`src/rtl/trigger_ctrl.sv`:
```
// trigger_ctrl: single address-match debug trigger.
// Compares instruction-fetch and load/store addresses against tdata2 under
// the control of tdata1. On a hit it raises either a breakpoint-exception
// request or a debug-halt request and holds it until the matching ack.
module trigger_ctrl #(
  parameter int unsigned DATA_WIDTH = 32,
  parameter logic [3:0]  TRIG_TYPE  = 4'd2
) (
  input  logic                  cpu_clk,
  input  logic                  cpu_rstn,
  input  logic [DATA_WIDTH-1:0] tdata1,
  input  logic [DATA_WIDTH-1:0] tdata2,
  input  logic                  dbg_mode,
  input  logic                  if_pc_valid,
  input  logic [DATA_WIDTH-1:0] if_pc,
  input  logic                  ls_valid,
  input  logic                  ls_wr1_rd0,
  input  logic [DATA_WIDTH-1:0] ls_addr,
  input  logic                  bp_exc_ack,
  input  logic                  dbg_halt_ack,
  output logic                  trig_hit_set,
  output logic                  bp_exc_req,
  output logic [DATA_WIDTH-1:0] bp_exc_addr,
  output logic                  dbg_halt_req
);

  // Match-mode and action encodings carried in tdata1.
  localparam logic [3:0] MATCH_EQ = 4'd0;
  localparam logic [3:0] MATCH_GE = 4'd2;
  localparam logic [3:0] MATCH_LT = 4'd3;
  localparam logic [3:0] ACT_EXC  = 4'd0;
  localparam logic [3:0] ACT_HALT = 4'd1;

  typedef enum logic [1:0] {
    ST_IDLE = 2'd0,
    ST_EXC  = 2'd1,
    ST_HALT = 2'd2
  } state_t;

  // Unsigned address compare; unsupported match encodings never fire.
  function automatic logic addr_match(input logic [3:0]            mode,
                                      input logic [DATA_WIDTH-1:0] addr,
                                      input logic [DATA_WIDTH-1:0] cmp);
    logic m;
    case (mode)
      MATCH_EQ: m = (addr == cmp);
      MATCH_GE: m = (addr >= cmp);
      MATCH_LT: m = (addr <  cmp);
      default:  m = 1'b0;
    endcase
    return m;
  endfunction

  // tdata1 field decode.
  logic [3:0] cfg_type;
  logic [3:0] cfg_action;
  logic [3:0] cfg_match;
  logic       cfg_m;
  logic       cfg_exec;
  logic       cfg_store;
  logic       cfg_load;

  assign cfg_type   = tdata1[31:28];
  assign cfg_action = tdata1[15:12];
  assign cfg_match  = tdata1[10:7];
  assign cfg_m      = tdata1[6];
  assign cfg_exec   = tdata1[2];
  assign cfg_store  = tdata1[1];
  assign cfg_load   = tdata1[0];

  // Reserved / unimplemented tdata1 bits are intentionally ignored.
  logic unused_tdata1_bits;
  assign unused_tdata1_bits = ^{tdata1[27:16], tdata1[11], tdata1[5:3]};

  state_t                  state_q, state_d;
  logic                    hit_set_q, hit_set_d;
  logic [DATA_WIDTH-1:0]   addr_q, addr_d;

  logic                    armed;
  logic                    exec_hit;
  logic                    load_hit;
  logic                    store_hit;
  logic                    any_hit;
  logic                    take_exc;
  logic                    take_halt;
  logic [DATA_WIDTH-1:0]   hit_addr;

  // Combinational hit detection; execute takes priority for the reported address.
  always_comb begin
    armed     = (cfg_type == TRIG_TYPE) && cfg_m && !dbg_mode && (state_q == ST_IDLE);
    exec_hit  = if_pc_valid && cfg_exec && addr_match(cfg_match, if_pc, tdata2);
    load_hit  = ls_valid && !ls_wr1_rd0 && cfg_load  && addr_match(cfg_match, ls_addr, tdata2);
    store_hit = ls_valid &&  ls_wr1_rd0 && cfg_store && addr_match(cfg_match, ls_addr, tdata2);
    any_hit   = armed && (exec_hit || load_hit || store_hit);
    take_exc  = any_hit && (cfg_action == ACT_EXC);
    take_halt = any_hit && (cfg_action == ACT_HALT);
    hit_addr  = exec_hit ? if_pc : ls_addr;
  end

  // State, hit pulse and captured address registers.
  always_ff @(posedge cpu_clk or negedge cpu_rstn) begin
    if (!cpu_rstn) begin
      state_q   <= ST_IDLE;
      hit_set_q <= 1'b0;
      addr_q    <= '0;
    end else begin
      state_q   <= state_d;
      hit_set_q <= hit_set_d;
      addr_q    <= addr_d;
    end
  end

  // Next-state logic: accept a hit only in IDLE, leave a request state on its ack.
  always_comb begin
    state_d   = state_q;
    hit_set_d = 1'b0;
    addr_d    = addr_q;
    case (state_q)
      ST_IDLE: begin
        if (take_exc) begin
          state_d   = ST_EXC;
          hit_set_d = 1'b1;
          addr_d    = hit_addr;
        end else if (take_halt) begin
          state_d   = ST_HALT;
          hit_set_d = 1'b1;
          addr_d    = hit_addr;
        end
      end
      ST_EXC: begin
        if (bp_exc_ack) begin
          state_d = ST_IDLE;
        end
      end
      ST_HALT: begin
        if (dbg_halt_ack) begin
          state_d = ST_IDLE;
        end
      end
      default: begin
        state_d = ST_IDLE;
      end
    endcase
  end

  // Outputs decoded from registered state only, so they are glitch-free and
  // mutually exclusive.
  always_comb begin
    trig_hit_set = hit_set_q;
    bp_exc_req   = (state_q == ST_EXC);
    dbg_halt_req = (state_q == ST_HALT);
    bp_exc_addr  = addr_q;
  end

endmodule

```
`config.mk`:
```
export PLATFORM = sky130hd
export DESIGN_NAME = trigger_ctrl
export DESIGN_NICKNAME = d
export VERILOG_FILES = /design/src/rtl/trigger_ctrl.sv
export SDC_FILE = /design/constraint.sdc
export NUM_CORES = 1
export LEC_CHECK = 0
export ABC_AREA = 1
export CELL_PAD_IN_SITES_DETAIL_PLACEMENT = 1
export CELL_PAD_IN_SITES_GLOBAL_PLACEMENT = 1
export CORE_ASPECT_RATIO = 0.5
export CORE_UTILIZATION = 28
export DETAILED_ROUTE_END_ITERATION = 16
export PLACE_DENSITY_LB_ADDON = 0.1
export SLEW_MARGIN = 20
export SYNTH_ARGS = -nofsm -noshare
export SYNTH_HDL_FRONTEND = slang
export SYNTH_SLANG_ARGS = --single-unit
```
`constraint.sdc`:
```
create_clock -name cpu_clk -period 2.1 [get_ports cpu_clk]
set_clock_uncertainty 0.2 [all_clocks]
set_input_delay 0.42 -clock cpu_clk [delete_from_list [all_inputs] [get_ports cpu_clk]]
set_output_delay 0.42 -clock cpu_clk [all_outputs]
set_load 0.01 [all_outputs]
```
==> flow_metrics.py <==
metrics = {
    "clock_network": {
        "clk_pin_slew_worst_paths_ns": 0.06,
        "cts_num_sinks": 35,
        "clkLatencyLatePin_ns": 0.29,
        "cts_max_level": 2,
        "cts_tree": "built",
        "cts_buffers": 5,
        "cts_root_buf": "clkbuf_16",
        "clk_path_buf_depth": 2,
    },
    "critical_path": {
        "end_kind": "flip-flop",
        "cp.required_ns": 2.13,
        "critPathBufInv": 6,
        "path_delay_family": "simple AND/OR/NAND/NOR gates",
        "r2r_start": "state_q[0]",
        "critPathLaunchType": "input port",
        "reg2reg_slack_ns": 0.34,
        "cp_data_arrival_time_ns": 2.42,
        "rr_worst_depth": 7,
        "cp_max_fo": 8,
        "crit_path_frequent_cell": "nand2_1",
        "max_stage_delay_ns": 0.23,
        "slowest_stage": "ha_4",
        "worst-setup-path-type": "in2reg",
        "r2r_end": "bp_exc_addr[28]",
        "cp_cell_sequence": "buf_8 -> inv_6 -> buf_12 -> ha_4 -> a21oi_1 -> o21a_1 -> nand2_1 -> a21oi_2 -> nand3_2 -> nand2_1 -> inv_2 -> nand2_4 -> nand2_8 -> nand2_8 -> buf_12 -> clkbuf_16 -> nand3_1 -> nand2_1",
    },
    "worst_hold_path": {
        "min_from": "ls_addr[31]",
        "hold_end": "bp_exc_addr[31]",
        "hold_depth": 5,
        "min_path_type": "in2reg",
    },
    "yosys": {
        "synth_seq_cells": 35,
        "yosys.area.top_type": "dfrtp_1",
        "synth_nets": 740,
        "synth_area_per_cell_um2": 6.740,
        "ys_types": 29,
        "yosys.area.top_type_share": 0.2406,
        "synth_area_um2": 3640,
        "yosysSeqAreaShare": 0.2406,
        "syn_inst": 540,
        "ys_top_cells_by_area": "dfrtp_1, ha_1, nand2_1, nand3_1, inv_1",
        "ys_warn_count": 0,
    },
    "cells_and_area": {
        "layout_commonest_cell": "nand2_1",
        "layout_common_cells": "nand2_1, clkdlybuf4s50_1, ha_4",
        "area_delta_synth_final_pct": 95.67,
        "drive_above_1_share": 0.4577,
        "layout.nets": 944,
    },
    "sta": {
        "rsz0062_at_grt": "true",
        "worst_pin_slew_ns": 0.5760,
        "finalCritPeriodShare": 1.139,
        "slew_headroom": 0.6160,
        "setup_viol": 35,
        "fin_crit_ns": 2.391,
        "finalSetupTns_ns": -8.757,
        "layout_setup_ws_ns": -0.2911,
        "slew_viol_final": 0,
        "finalHoldViolCount": 0,
        "fmax_ghz": 0.4182,
    },
    "pwr": {
        "leakagePower_nw": 3.339,
        "power_w": 0.002557,
        "p_comb_frac": 0.382,
        "irDropWorstVdd_mv": 0.2621,
        "swShare": 0.3117,
        "internal_power_w": 0.001760,
        "power_density_nw_per_um2": 359.0,
        "p_switching_w": 0.0007969,
        "pwr-share-clk": 0.353,
        "seq_power_share": 0.265,
    },
    "global_routing": {
        "grt_first_pass_wirelength_um": 24460,
        "antenna_found_initial": 1,
        "grt_max_degree": 25,
        "grt_util_all_layers": 0.2379,
        "gr-total-overflow": 0,
        "grt_pass1_vias": 4902,
    },
    "drt": {
        "drt-total-wl_um": 15750,
        "remaining_drc_errors": 0,
        "via_per_inst": 4.924,
        "vias": 4510,
        "wl_per_cell_um": 17.20,
        "dr.pass1.iters": 4,
        "ant_nets": 0,
        "drt_iter0_drc": 136,
    },
    "outcome": {
        "violations": "negative setup slack",
        "outcome": "complete, but fails checks",
    },
    "die": {
        "pin_count": 171,
        "die_h_um": 82.62,
        "die_x_um": 163.2,
        "coreArea_um2": 12660,
        "rows": 29,
        "die_area_um2": 13490,
        "initial_core_util": 0.2874,
    },
    "placement": {
        "gp_congestion": 0.8135,
        "portBuffers": 154,
        "hpwl_um": 11200,
    },
    "flow_run": {
        "max_cap_violations": 0,
    },
}
## through the flow
step | std cells | hold slack (ns) | instance area [um^2] | util | worst slack [ns]
2_1_floorplan | 540 | -0.07559 | 4023 | - | -0.1167
3_3_place_gp | 885 | 0.2446 | 6003 | 0.4741 | -1.073
3_5_place_dp | 885 | 0.2463 | 6003 | 0.4741 | -1.126
4_1_cts | 913 | 0.2574 | 6903 | 0.5451 | -0.2412
5_1_grt | 916 | 0.3010 | 7122 | 0.5624 | -0.4445
6_report | 916 | 0.2750 | 7122 | 0.5624 | -0.2911
## power by group through the flow
stage                     Clock, W  Combinational, W  Sequential [W]
after floorplan                  0          0.000344        0.000689
after global placement           0          0.000767        0.000688
after detailed placement         0          0.000787        0.000688
after CTS                 0.000912          0.000940        0.000676
after global routing      0.000941           0.00108        0.000676
final                     0.000903          0.000977        0.000676
## tightest hold or removal path: cells and delay by family
kind | cells | cell delay [ns]
simple gates | 4 | 0.22
buf+inv | 1 | 0.08
## worst max path at each step
stage	slack, ns	cells after the start	start	to
after global routing	-0.44	16	tdata2[13]	bp_exc_addr[30]
after CTS	-0.24	19	tdata2[29]	bp_exc_addr[26]
final	-0.29	18	tdata2[29]	bp_exc_addr[20]
after detailed placement	-1.13	17	tdata2[21]	bp_exc_addr[31]
after global placement	-1.07	16	tdata2[21]	bp_exc_addr[6]
after floorplan	-0.12	14	tdata2[14]	bp_exc_addr[10]
## per-layer routing
metal | vias up | global-route usage | wire (um)
li1 | 2187 | - | -
met1 | 2176 | 0.2915 | 7126
met2 | 122 | 0.4415 | 7708
met3 | 25 | 0.03596 | 652
met4 | 0 | 0.05888 | 267
met5 | - | 0 | 0
## cells in the mapped netlist (all sizes together)
| library cell | instances |
|---|---|
| nand4 | 8 |
| nor3 | 5 |
| nor4 | 4 |
| clkbuf | 6 |
| nand2 | 206 |
| nand3 | 73 |
| nor2 | 24 |
| o21bai | 2 |
| nor4b | 2 |
| o21ai | 7 |
| buf | 12 |
| a21o | 1 |
| o21a | 4 |
| nor3b | 1 |
| dfrtp | 35 |
| clkinv | 1 |
| inv | 56 |
| ha | 64 |
| a21oi | 29 |
## timing repair
| item | 4_1_cts | 5_1_grt |
|---|---|---|
| setup endpoints to repair | 35 | 37 |
| hold buffers | 1 | 0 |
| endpoints found under the hold margin | 21 | 0 |
| cloned | 6 | 2 |
| buffers inserted | 13 | 2 |
| pin swaps | 80 | 46 |
| gates resized for setup | 496 | 51 |
## layout make-up
cell class,count,area [um^2]
fill,1484,5542
tap,170,212.7
inverter,57,279.0
antenna,1,2.502
timing repair buffer,211,1953
clock inverter,2,35.03
clock buffer,6,138.9
sequential,35,875.8
multi-input combinational,434,3625
## cells by family after synthesis
logic type      count (synthesis)  share of synthesized area
simple gates                  323                     0.3867
buf+inv                        75                    0.08869
fa+ha+maj                      64                     0.2200
compound gates                 43                    0.06394
flops                          35                     0.2406
## state kept, by name (all words and copies together), names as in the netlist
register,cells
bp_exc_addr,32
state_q,2
trig_hit_set,1
No activity file was read; power rests on OpenSTA's default activity.
==> RTL change 1, RTL diff (same flow settings) <==
Add an input register stage for `dbg_mode`, with the module's reset; this delays it by one clock. The other inputs are not delayed to match.
--- a/src/rtl/trigger_ctrl.sv
+++ b/src/rtl/trigger_ctrl.sv
@@ -36,6 +36,16 @@
     ST_EXC  = 2'd1,
     ST_HALT = 2'd2
   } state_t;
+
+  logic dbg_mode_q;
+
+  always_ff @(posedge cpu_clk or negedge cpu_rstn) begin
+    if (!cpu_rstn) begin
+      dbg_mode_q <= '0;
+    end else begin
+      dbg_mode_q <= dbg_mode;
+    end
+  end
 
   // Unsigned address compare; unsupported match encodings never fire.
   function automatic logic addr_match(input logic [3:0]            mode,
@@ -87,7 +97,7 @@
 
   // Combinational hit detection; execute takes priority for the reported address.
   always_comb begin
-    armed     = (cfg_type == TRIG_TYPE) && cfg_m && !dbg_mode && (state_q == ST_IDLE);
+    armed     = (cfg_type == TRIG_TYPE) && cfg_m && !dbg_mode_q && (state_q == ST_IDLE);
     exec_hit  = if_pc_valid && cfg_exec && addr_match(cfg_match, if_pc, tdata2);
     load_hit  = ls_valid && !ls_wr1_rd0 && cfg_load  && addr_match(cfg_match, ls_addr, tdata2);
     store_hit = ls_valid &&  ls_wr1_rd0 && cfg_store && addr_match(cfg_match, ls_addr, tdata2);
Formal check against the unedited RTL: not equivalent (Yosys sat finds a counterexample within 4 cycles, from zero or initial values and one cycle with cpu_rstn low).
==> RTL change 1 against the unedited design <==
  * Worst hold slack better by 13 ps
  * Design area grew 0.93%
  * Synthesized cell count grew 0.37%
  * Clock power down 2.5%
  * Total power is 1.2% higher
  * Routed wire length increased by 7.1%
  * Critical endpoint is now bp_exc_addr[1]
  * Sequential cell count grew 1
  * Worst setup slack worse by 95 ps
  * First-iteration DRC count is 11% higher
  * The flow still finishes with violations (setup timing)
  * Area after synthesis is 0.86% higher
==> RTL change 1: results (changes against the unedited design) <==
| Metric | Value |
|---|---|
| HPWL Detailed | 11800 um (was 11200 um) |
| Vias in the first global route | 4959 (was 4902) |
| FF-to-FF Start | dbg_mode_q (was state_q[0]) |
| Dominant synthesized flop cell | dfrtp_1 (unchanged) |
| Dpl ws | -1260 ps (was -1130 ps) |
| Max-capacitance violation count | 0 (unchanged) |
| Top cells by area, synth | dfrtp_1 (25%), ha_1 (22%), nand2_1 (21%), nand3_1 (10%), inv_1 (5.6%) (was dfrtp_1 (24%), ha_1 (22%), nand2_1 (21%), nand3_1 (10%), inv_1 (5.7%)) |
| Static leakage | 3.38 nW (was 3.34 nW) |
| Vias | 4552 (was 4510) |
| Clock root cell | clkbuf_16 (unchanged) |
| Hold depth | 2 (was 5) |
| Final WS setup | -386 ps (was -291 ps) |
| Min Hold Slack | 288 ps (was 275 ps) |
| Slowest-stage cell, CP | ha_4 (unchanged) |
| Hold Crit Class | flip-flop to flip-flop (was input port to flip-flop) |
| Largest register FFs | 32 (unchanged) |
| Initial antenna violation count | 0 (was 1) |
| Largest net degree at the start of global routing | 37 (was 25) |
| Num CTS Buffers | 5 (unchanged) |
| Layout cell share with drive strength beyond 1 | 50.0% (was 45.8%) |
| Final wirelength | 16900 um (was 15800 um) |
| Reg2Reg Capture Point | bp_exc_addr[28] (unchanged) |
| Hold EP | bp_exc_addr[0] (was bp_exc_addr[31]) |
| Failing checks | setup timing (unchanged) |
| Crit-path leading delay family | simple AND/OR/NAND/NOR gates (unchanged) |
| Yosys cell types | 29 (unchanged) |
| Reg2Reg Depth | 8 (was 7) |
| Drt first pass iters | 4 (unchanged) |
| Sequential fraction of the synthesis area | 24.5% (was 24.1%) |
| IO buf count | 154 (unchanged) |
| Clock input transition at the sequential cells of the worst setup and hold paths | 60 ps (about the same) |
| Top cell types by occurrence after synthesis | nand2_1 (202), nand3_1 (73), ha_1 (64), inv_1 (55), dfrtp_1 (36) (was nand2_1 (202), nand3_1 (73), ha_1 (64), inv_1 (55), dfrtp_1 (35)) |
| Clock buffer depth | 2 (unchanged) |
| Placed cell area | 6050 um2 (was 6000 um2) |
| Flop2flop setup slack | 90 ps (was 340 ps) |
| Hold Path Origin | bp_exc_addr[0] (was ls_addr[31]) |
| Final Setup Violations | 35 (unchanged) |
| Slew HR | 67.0% (was 61.6%) |
| Worst IR drop on VDD | 0.275 mV (was 0.262 mV) |
| Critical Path AT | 2470 ps (was 2420 ps) |
| Asr flop ratio synth | 100% (unchanged) |
| CTS H-tree lvls | 2 (unchanged) |
| Clk Latency, worst-skew pair | 280 ps |
| Max incr delay on CP | 230 ps (about the same) |
| Setup TNS | -11980 ps (was -8760 ps) |
| Post-Syn Nets | 742 (was 740) |
| Overall routing resource usage | 23.6% (was 23.8%) |
| Initial DRC Count | 151 (was 136) |
| First-pass GRT wire length | 25200 um (was 24500 um) |
| Post-layout nets | 951 (was 944) |
| Gpl congestion | 0.845 (was 0.814) |
| Status | finished, violations left (unchanged) |
| Ys Warns | 0 (unchanged) |
| Crit-path max FO | 8 (unchanged) |
-- RTL change 1: cell types whose count changed after synthesis, sizes merged --
cell / change
dfrtp: +1
inv: +1
-- RTL change 1: cells by family (layout without fill, tap and decap cells) --
family | after synthesis | in the layout | share of synthesized area [%]
AO/OA/AOI/OAI | 43 | 43 | 6.34
other | 0 | 1 | 0
adder cells (fa/ha/maj) | 64 | 64 | 21.8
buffers and inverters | 76 | 286 | 8.96
AND/OR/NAND/NOR | 323 | 323 | 38.3
flip-flops | 36 | 36 | 24.5
-- RTL change 1: final cells by class --
class	instances	area, um2
Antenna cell	1	2.50
Clock buffer	5	125
Timing Repair Buffer	220	2010
Sequential cell	36	901
Inverter	58	248
Tap cell	170	213
Multi-Input combinational cell	430	3640
Clock inverter	3	42.5
Fill cell	1499	5550
-- RTL change 1: worst max-delay path by stage --
stage | from | endpoint | slack, ps
floorplan | tdata2[29] | bp_exc_addr[10] | -110
global placement | tdata2[29] | bp_exc_addr[6] | -1190
detailed placement | tdata2[29] | bp_exc_addr[14] | -1260
CTS | tdata2[29] | bp_exc_addr[31] | -230
global route | if_pc[7] | bp_exc_addr[1] | -490
finish | if_pc[7] | bp_exc_addr[1] | -390
-- RTL change 1: worst min-delay path: cells and delay by family, from the launching register on --
family           cells  cell delay, ps
flip-flops           1             360
AND/OR/NAND/NOR      2             100
-- RTL change 1: where the power goes --
part | internal, mW | switching (mW)
Sequential | 0.696 | 0.00166
Combinational | 0.506 | 0.506
Clock | 0.558 | 0.321
Total | 1.76 | 0.828
-- RTL change 1: stage by stage --
stage	util (%)	instances	power, mW
finish	56.4	923	2.59
global route	56.4	922	2.73
CTS	53.7	912	2.54
detailed placement	47.5	898	1.50
global placement	47.5	898	1.47
floorplan	-	542	1.04
-- RTL change 1: per-layer routing --
metal / part of all wire, % / vias to the layer above / global-route usage, %
met5: 0 / - / 0
met4: 0.61 / 0 / 3.28
met3: 4.4 / 10 / 3.55
met2: 50 / 112 / 42.3
met1: 45 / 2235 / 30.5
li1: - / 2195 / -
-- RTL change 1: repair_timing --
item,4_1_cts,5_1_grt
cloned,1,3
resized for setup,428,111
setup endpoints to repair,35,37
hold buffers,1,0
setup buffers,4,8
pin swaps,67,57
hold endpoints to repair,16,0
==> RTL change 2, RTL diff (config.mk and constraints unchanged) <==
Made on the original files. `DATA_WIDTH`: 32 -> 64.
--- a/src/rtl/trigger_ctrl.sv
+++ b/src/rtl/trigger_ctrl.sv
@@ -3,7 +3,7 @@
 // the control of tdata1. On a hit it raises either a breakpoint-exception
 // request or a debug-halt request and holds it until the matching ack.
 module trigger_ctrl #(
-  parameter int unsigned DATA_WIDTH = 32,
+  parameter int unsigned DATA_WIDTH = 64,
   parameter logic [3:0]  TRIG_TYPE  = 4'd2
 ) (
   input  logic                  cpu_clk,
Ports: changed (5 resized); port bits go from 171 to 331. The function was not compared with the original's and may differ.
==> RTL change 2 against the unedited design <==
  * The run still ends with setup timing left
  * Design area grew 91%
  * Critical path depth up 2
  * Die area is 88% higher
  * Non-clock buffer count rose by 195
  * Critical endpoint is now bp_exc_addr[29]
  * Area after synthesis increased by 90%
  * Largest cell class unchanged
  * Sequential cell count increased by 32
  * Worst setup slack got worse by 260 ps
  * First-iteration DRC count rose to 3.2 times the old value
  * Total power up 88%
  * Routed wire length up 120%
  * Highest routed layer unchanged
==> RTL change 2: results (changes against the unedited design) <==
| Metric | Value |
|---|---|
| Reg2Reg Capture Point | bp_exc_addr[29] (was bp_exc_addr[28]) |
| Dpl ws | -1420 ps (was -1130 ps) |
| Post-layout nets | 1789 (was 944) |
| Antenna viol nets, final | 0 (unchanged) |
| Final Setup Violations | 67 (was 35) |
| Final WS setup | -552 ps (was -291 ps) |
| Clk Latency, worst-skew pair | 360 ps (was 290 ps) |
| Worst Setup SP | if_pc[7] (was tdata2[29]) |
| Layout cell share with drive strength beyond 1 | 44.7% (was 45.8%) |
| IO buf count | 282 (was 154) |
| Max incr delay on CP | 320 ps (was 230 ps) |
| Placed cell area | 11100 um2 (was 6000 um2) |
| Slew HR | 71.4% (was 61.6%) |
| CTS H-tree lvls | 3 (was 2) |
| Hold Path Origin | ls_addr[47] (was ls_addr[31]) |
| Worst IR drop on VDD | 0.361 mV (was 0.262 mV) |
| Num CTS Buffers | 9 (was 5) |
| Status | finished, violations left (unchanged) |
| HPWL Detailed | 24100 um (was 11200 um) |
| Hold EP | bp_exc_addr[47] (was bp_exc_addr[31]) |
| Sequential fraction of the synthesis area | 24.2% (was 24.1%) |
| Vias in the first global route | 9582 (was 4902) |
| Largest register FFs | 64 (was 32) |
| Top cells by area, synth | dfrtp_1 (24%), ha_1 (23%), nand2_1 (21%), nand3_1 (11%), inv_1 (5.0%) (was dfrtp_1 (24%), ha_1 (22%), nand2_1 (21%), nand3_1 (10%), inv_1 (5.7%)) |
| Overall routing resource usage | 26.5% (was 23.8%) |
| Slowest-stage cell, CP | ha_1 (was ha_4) |
| Yosys cell types | 30 (was 29) |
| Vias | 8634 (was 4510) |
| Post-Syn Nets | 1413 (was 740) |
| Final wirelength | 35400 um (was 15800 um) |
| Failing checks | setup timing (unchanged) |
| Crit-path max FO | 7 (was 8) |
| Top cell types by occurrence after synthesis | nand2_1 (380), nand3_1 (147), ha_1 (128), inv_1 (92), dfrtp_1 (67) (was nand2_1 (202), nand3_1 (73), ha_1 (64), inv_1 (55), dfrtp_1 (35)) |
| First-pass GRT wire length | 51400 um (was 24500 um) |
| Gpl congestion | 0.834 (was 0.814) |
| Initial antenna violation count | 4 (was 1) |
| Flop2flop setup slack | 170 ps (was 340 ps) |
| Setup TNS | -33970 ps (was -8760 ps) |
| Critical Path AT | 2750 ps (was 2420 ps) |
## RTL change 2: worst register-to-register path: cells and delay by family, from the launching register on
family                 cells  cell delay [ps]
flip-flops                 1              390
AND/OR/NAND/NOR            4              580
buffers and inverters      3              700
## RTL change 2: how the worst max path moves through the flow
| stage | endpoint | slack (ps) | cells past startpoint |
|---|---|---|---|
| detailed placement | bp_exc_addr[34] | -1420 | 18 |
| CTS | bp_exc_addr[16] | -450 | 17 |
| floorplan | bp_exc_addr[28] | -260 | 20 |
| global route | bp_exc_addr[18] | -650 | 20 |
| finish | bp_exc_addr[29] | -550 | 20 |
| global placement | bp_exc_addr[11] | -1330 | 20 |
## RTL change 2: report_power, final
part / switching, mW / internal (mW)
registers: 0.00213 / 1.29
clock network: 0.631 / 0.976
logic: 0.965 / 0.931
total: 1.60 / 3.20
## RTL change 2: final cells by class
class                           instances  area share (%)
Antenna cell                            4          0.0737
Inverter                               95            2.94
Multi-Input combinational cell        818            50.7
Timing Repair Buffer                  406            28.7
Sequential cell                        67            12.3
Clock inverter                          2           0.258
Tap cell                              336            3.09
Clock buffer                           13            1.92
## RTL change 2: repair_timing
item,CTS,global route
hold buffers,1,0
setup buffers,14,5
cloned,4,11
endpoints found under the setup margin,69,67
pin swaps,161,109
resized for setup,649,233
hold endpoints to repair,20,0
## RTL change 2: through the flow
step           total power [mW]  util, %  hold WS [ps]  instances
6_report                   4.80     56.3           208       1741
5_1_grt                    5.05     56.3           230       1741
4_1_cts                    4.68     53.3           164       1721
3_5_place_dp               2.78     45.8           179       1688
3_3_place_gp               2.74     45.8           179       1688
2_1_floorplan              1.93        -         -75.6       1021
## RTL change 2: logic make-up after synthesis
logic type                 share of synthesized area, %
AOI/OAI and AO/OA                                  6.68
adders and majority gates                          23.2
buffers and inverters                              8.92
DFF                                                24.2
and+or+nand+nor                                    37.0
## RTL change 2: per-layer routing
metal | part of all wire, % | global-route usage, %
met2 | 50 | 48.7
met3 | 3.7 | 4.28
met5 | 0 | 0
met4 | 2.4 | 8.07
met1 | 44 | 31.7
